[src/rtl/tictac_pkg.sv]
// Shared types for the tic-tac-toe referee: cell codes, FSM states and the
// opponent helper used when handing the turn over.
package tictac_pkg;

  typedef enum logic [1:0] {
    EMPTY = 2'b00,
    X     = 2'b01,
    O     = 2'b10
  } cell_t;

  typedef enum logic [1:0] {
    PLAY,
    CHECK,
    OVER
  } state_t;

  function automatic cell_t opponent(input cell_t c);
    return (c == X) ? O : X;
  endfunction

endpackage

[src/rtl/tictac_line_check.sv]
// Combinational detector: is any row, column or diagonal of the board
// completely owned by the given player?
module tictac_line_check
  import tictac_pkg::*;
#(
  parameter int N = 3
) (
  input  logic [2*N*N-1:0] board,
  input  cell_t            player,
  output logic             found
);

  logic lineOk;

  always_comb begin
    found  = 1'b0;
    lineOk = 1'b0;
    for (int r = 0; r < N; r++) begin
      lineOk = 1'b1;
      for (int c = 0; c < N; c++)
        if (board[2*(r*N+c) +: 2] != player) lineOk = 1'b0;
      found = found | lineOk;
    end
    for (int c = 0; c < N; c++) begin
      lineOk = 1'b1;
      for (int r = 0; r < N; r++)
        if (board[2*(r*N+c) +: 2] != player) lineOk = 1'b0;
      found = found | lineOk;
    end
    lineOk = 1'b1;
    for (int d = 0; d < N; d++)
      if (board[2*(d*N+d) +: 2] != player) lineOk = 1'b0;
    found = found | lineOk;
    lineOk = 1'b1;
    for (int d = 0; d < N; d++)
      if (board[2*(d*N+(N-1-d)) +: 2] != player) lineOk = 1'b0;
    found = found | lineOk;
  end

endmodule

[src/rtl/tictac_referee.sv]
// Referee for an N x N tic-tac-toe game: validates moves, records the board,
// and declares a win or draw one cycle after each accepted move.
module tictac_referee
  import tictac_pkg::*;
#(
  parameter int         N     = 3,
  parameter logic [1:0] FIRST = 2'b01
) (
  input  logic                        clock,
  input  logic                        reset,
  input  logic                        newGame,
  input  logic [$clog2(N*N)-1:0]      move,
  input  logic                        moveValid,
  output logic                        moveReady,
  output logic [1:0]                  turn,
  output logic [2*N*N-1:0]            board,
  output logic [$clog2(N*N+1)-1:0]    moveCount,
  output logic                        illegal,
  output logic                        win,
  output logic [1:0]                  winner,
  output logic                        draw
);

  localparam int CELLS = N * N;
  localparam int IW    = $clog2(CELLS);
  localparam int CW    = $clog2(CELLS + 1);

  state_t state;
  logic   inRange;
  logic   occupied;
  logic   lineFound;

  assign moveReady = (state == PLAY) && !newGame && !reset;

  always_comb begin
    inRange  = 1'b0;
    occupied = 1'b0;
    for (int i = 0; i < CELLS; i++) begin
      if (move == IW'(i)) begin
        inRange  = 1'b1;
        occupied = (board[2*i +: 2] != EMPTY);
      end
    end
  end

  tictac_line_check #(.N(N)) lineCheck (
    .board (board),
    .player(cell_t'(turn)),
    .found (lineFound)
  );

  // During CHECK the turn register still holds the last mover's code.
  always_ff @(posedge clock) begin
    if (reset || newGame) begin
      state     <= PLAY;
      board     <= '0;
      moveCount <= '0;
      turn      <= FIRST;
      illegal   <= 1'b0;
      win       <= 1'b0;
      winner    <= EMPTY;
      draw      <= 1'b0;
    end else begin
      illegal <= 1'b0;
      case (state)
        PLAY: begin
          if (moveValid) begin
            if (inRange && !occupied) begin
              for (int i = 0; i < CELLS; i++)
                if (move == IW'(i)) board[2*i +: 2] <= turn;
              moveCount <= moveCount + CW'(1);
              state     <= CHECK;
            end else begin
              illegal <= 1'b1;
            end
          end
        end
        CHECK: begin
          if (lineFound) begin
            state  <= OVER;
            win    <= 1'b1;
            winner <= turn;
          end else if (moveCount == CW'(CELLS)) begin
            state <= OVER;
            draw  <= 1'b1;
          end else begin
            state <= PLAY;
            turn  <= opponent(cell_t'(turn));
          end
        end
        OVER: ;
        default: state <= PLAY;
      endcase
    end
  end

endmodule

[config.mk]
export PLATFORM = sky130hd
export DESIGN_NAME = tictac_referee
export DESIGN_NICKNAME = d
export VERILOG_FILES = /design/src/rtl/tictac_pkg.sv /design/src/rtl/tictac_line_check.sv /design/src/rtl/tictac_referee.sv
export SDC_FILE = /design/constraint.sdc
export NUM_CORES = 1
export LEC_CHECK = 0
export ABC_AREA = 1
export CORE_ASPECT_RATIO = 1.1
export CORE_MARGIN = 2
export CORE_UTILIZATION = 30
export CTS_CLUSTER_DIAMETER = 80
export DETAILED_ROUTE_END_ITERATION = 8
export GPL_ROUTABILITY_DRIVEN = 0
export PLACE_DENSITY = 0.55
export SYNTH_ARGS = -nofsm -noshare
export SYNTH_HDL_FRONTEND = slang
export SYNTH_SLANG_ARGS = --single-unit
[constraint.sdc]
create_clock -name clock -period 4.1 [get_ports clock]
set_input_delay 0.82 -clock clock [delete_from_list [all_inputs] [get_ports clock]]
set_output_delay 0.82 -clock clock [all_outputs]
set_load 0.01 [all_outputs]
==> flow_summary.yaml <==
pwr:
  power.density_nw_per_um2: 297
  ir_worst_vdd_mv: 0.186
  p_leak_nw: 0.928
routing:
  firstDrtPassIters: 4
  viasPerCell: 4.64
  wire_per_inst_um: 11.5
  ant_nets: 0
  drtIter0Drc: 98
  drc: 0
  dr_total_vias: 1773
  routed_wl_um: 4400
final_layout:
  syn_to_final_growth_pct: 31.0
  drive_gt1_frac: 0.0623
  diodes: 0
  n_fill_cell: 637
  nets: 314
  final_core_util: 0.402
  post_layout_nonfiller_instances: 382
synth:
  synth_commonest_cells: "nand2_1 (62), nor2_1 (38), dfxtp_1 (31), inv_1 (29), a21oi_1 (23)"
  synth_nets: 274
  synthAdderAreaFrac: 0.0142
  ys_seq_elements: 31
  synthXorXnorAreaFrac: 0.0747
  netlist_area_sq_um: 1760
  synth_compound_area_frac: 0.0961
  synth_enable_flop_cells: 0
  yosys.area.top_type_share: 0.353
  synthCells: 264
  synth_top_family_by_area: "simple AND/OR/NAND/NOR gates"
  ys_types: 28
  synth_most_common_cell: "nand2_1"
  syn_avg_cell_area_sq_um: 6.66
  ys_warn_count: 0
  ys_seq_area_frac: 0.353
  synth-simple-area-share: 0.350
  ys_async_sr_fraction: 0
  synth.area.top_cells: "dfxtp_1 (35%), nand2_1 (13%), nor2_1 (8.1%)"
  synthMuxAreaShare: 0
  synth_top_area_cell: "dfxtp_1"
  synth_ff_type: "dfxtp_1"
worst_setup_path:
  crit_arrival_ns: 2.33
  path_max_fanout: 19
  required_ns: 3.28
  critPathKind: "in -> out"
  end_kind: "output port"
  cp-start-kind: "input port"
  reg2reg_depth: 11
cts:
  clock_latency_ns: 0.29
  clkSlewWorstSetupHoldPaths_ns: 0.07
  post_cts_buffers: 0
  cts_resized: 0
  cts_root_buf: "clkbuf_8"
  cts_tree: "built"
  htree_levels: 2
  ctsHoldBuffers: 0
  numClockSinks: 31
  cts_buffer_depth: 2
  cts_buffers: 5
global_route:
  antenna_found_initial: 0
  grt_pass1_vias: 1644
  grt_first_pass_wirelength_um: 7650
  grt-ovfl-total: 0
  grtUsageTotal: 0.146
  grt_max_degree: 20
placed_design:
  io_buffers: 37
  hpwl_um: 3280
  place_inst: 374
die:
  rows: 29
  initial_utilization: 0.307
  die_w_um: 77.0
  die_h_um: 84.3
  die_area_sq_um: 6490
  num_io_pins: 38
  core_area_sq_um: 5730
min_path:
  hold_class: "reg -> reg"
  hold_depth: 2
sta:
  grt_setup_unrepaired: "false"
  finalCriticalPeriod_ns: 3.15
  setup_tns_ns: 0
  final.period_utilization: 0.768
  hold_viol: 0
  drv_slew: 0
  fmax_mhz: 317
  relSlewSlack: 0.657
  hold_ws_ns: 0.473
  fin_skew_ns: 0.00481
  worst_slew_pin_slew_ns: 0.511
  setup_viol: 0
status:
  outcome: "completed"
run:
  max-cap-violations: 0
-- placed cells by master (no fill, tap or decap), types with 4 or more instances in the layout --
cell type and instances:
clkdlybuf4s50_1 37, o21ai_0 4, nor2_1 38, buf_4 4, inv_1 29, nand3_1 19
dfxtp_1 31, nor3_1 10, xor2_1 12, clkbuf_8 6, nand4_1 8, nand2_1 62
a21oi_1 23
-- state kept, by name, indices dropped and copies added (netlist names) --
register and cells:
winner 2, win 1, board 18, turn 2
moveCount 4, state 2, draw 1, illegal 1
-- layer usage --
layer | part of all wire | vias to the layer above | GRT usage
met5 | 0 | - | 0
met4 | 0.013 | 0 | 0.0601
met3 | 0.037 | 4 | 0.0398
met2 | 0.48 | 32 | 0.244
met1 | 0.47 | 812 | 0.177
li1 | - | 925 | -
-- worst max-delay path, stage by stage --
cell,delay [ns]
clkdlybuf4s50_1,0.39
nor2_1,0.14
clkinv_1,0.07
buf_4,0.20
nor3_1,0.14
clkdlybuf4s50_1,0.56
-- logic make-up after synthesis --
group | after synthesis
DFF | 31
adders and majority gates | 2
AOI/OAI and AO/OA | 32
xor gates and xnor gates | 15
and+or+nand+nor | 142
buffers and inverters | 42
-- final cells by class --
class                   instances  area (sq um)  area share
multi-input cells             191           941       0.408
flip-flops and latches         31           621       0.269
repair buffers                 41           400       0.174
inverters                      34           128      0.0554
well taps                      77          96.3      0.0418
clock buffers                   6          82.6      0.0359
clock inverters                 2          35.0      0.0152
-- worst paths after layout --
kind                start        end  slack, ns
setup / recovery  newGame  moveReady       0.95
hold / removal        win        win       0.47
setup reg to reg  turn[1]    turn[0]       2.13
hold reg to reg       win        win       0.47
-- report_power, final --
group | leakage (nW) | internal [W] | switching, W | total (W)
clock network | 0.0612 | 0.000197 | 0.000123 | 0.000320
registers | 0.250 | 0.000303 | 0.00000284 | 0.000306
logic | 0.616 | 0.0000219 | 0.0000362 | 0.0000581
total | 0.928 | 0.000522 | 0.000162 | 0.000684
-- stage by stage --
step | cell area, sq um | power [W] | setup WS [ns]
after floorplan | 1760 | 0.000350 | 1.71
after global routing | 2300 | 0.000713 | 0.834
after detailed placement | 2190 | 0.000372 | 0.931
final | 2300 | 0.000684 | 0.950
after global placement | 2190 | 0.000372 | 0.932
after CTS | 2300 | 0.000692 | 0.930
Power figures use the tool's default switching activity.
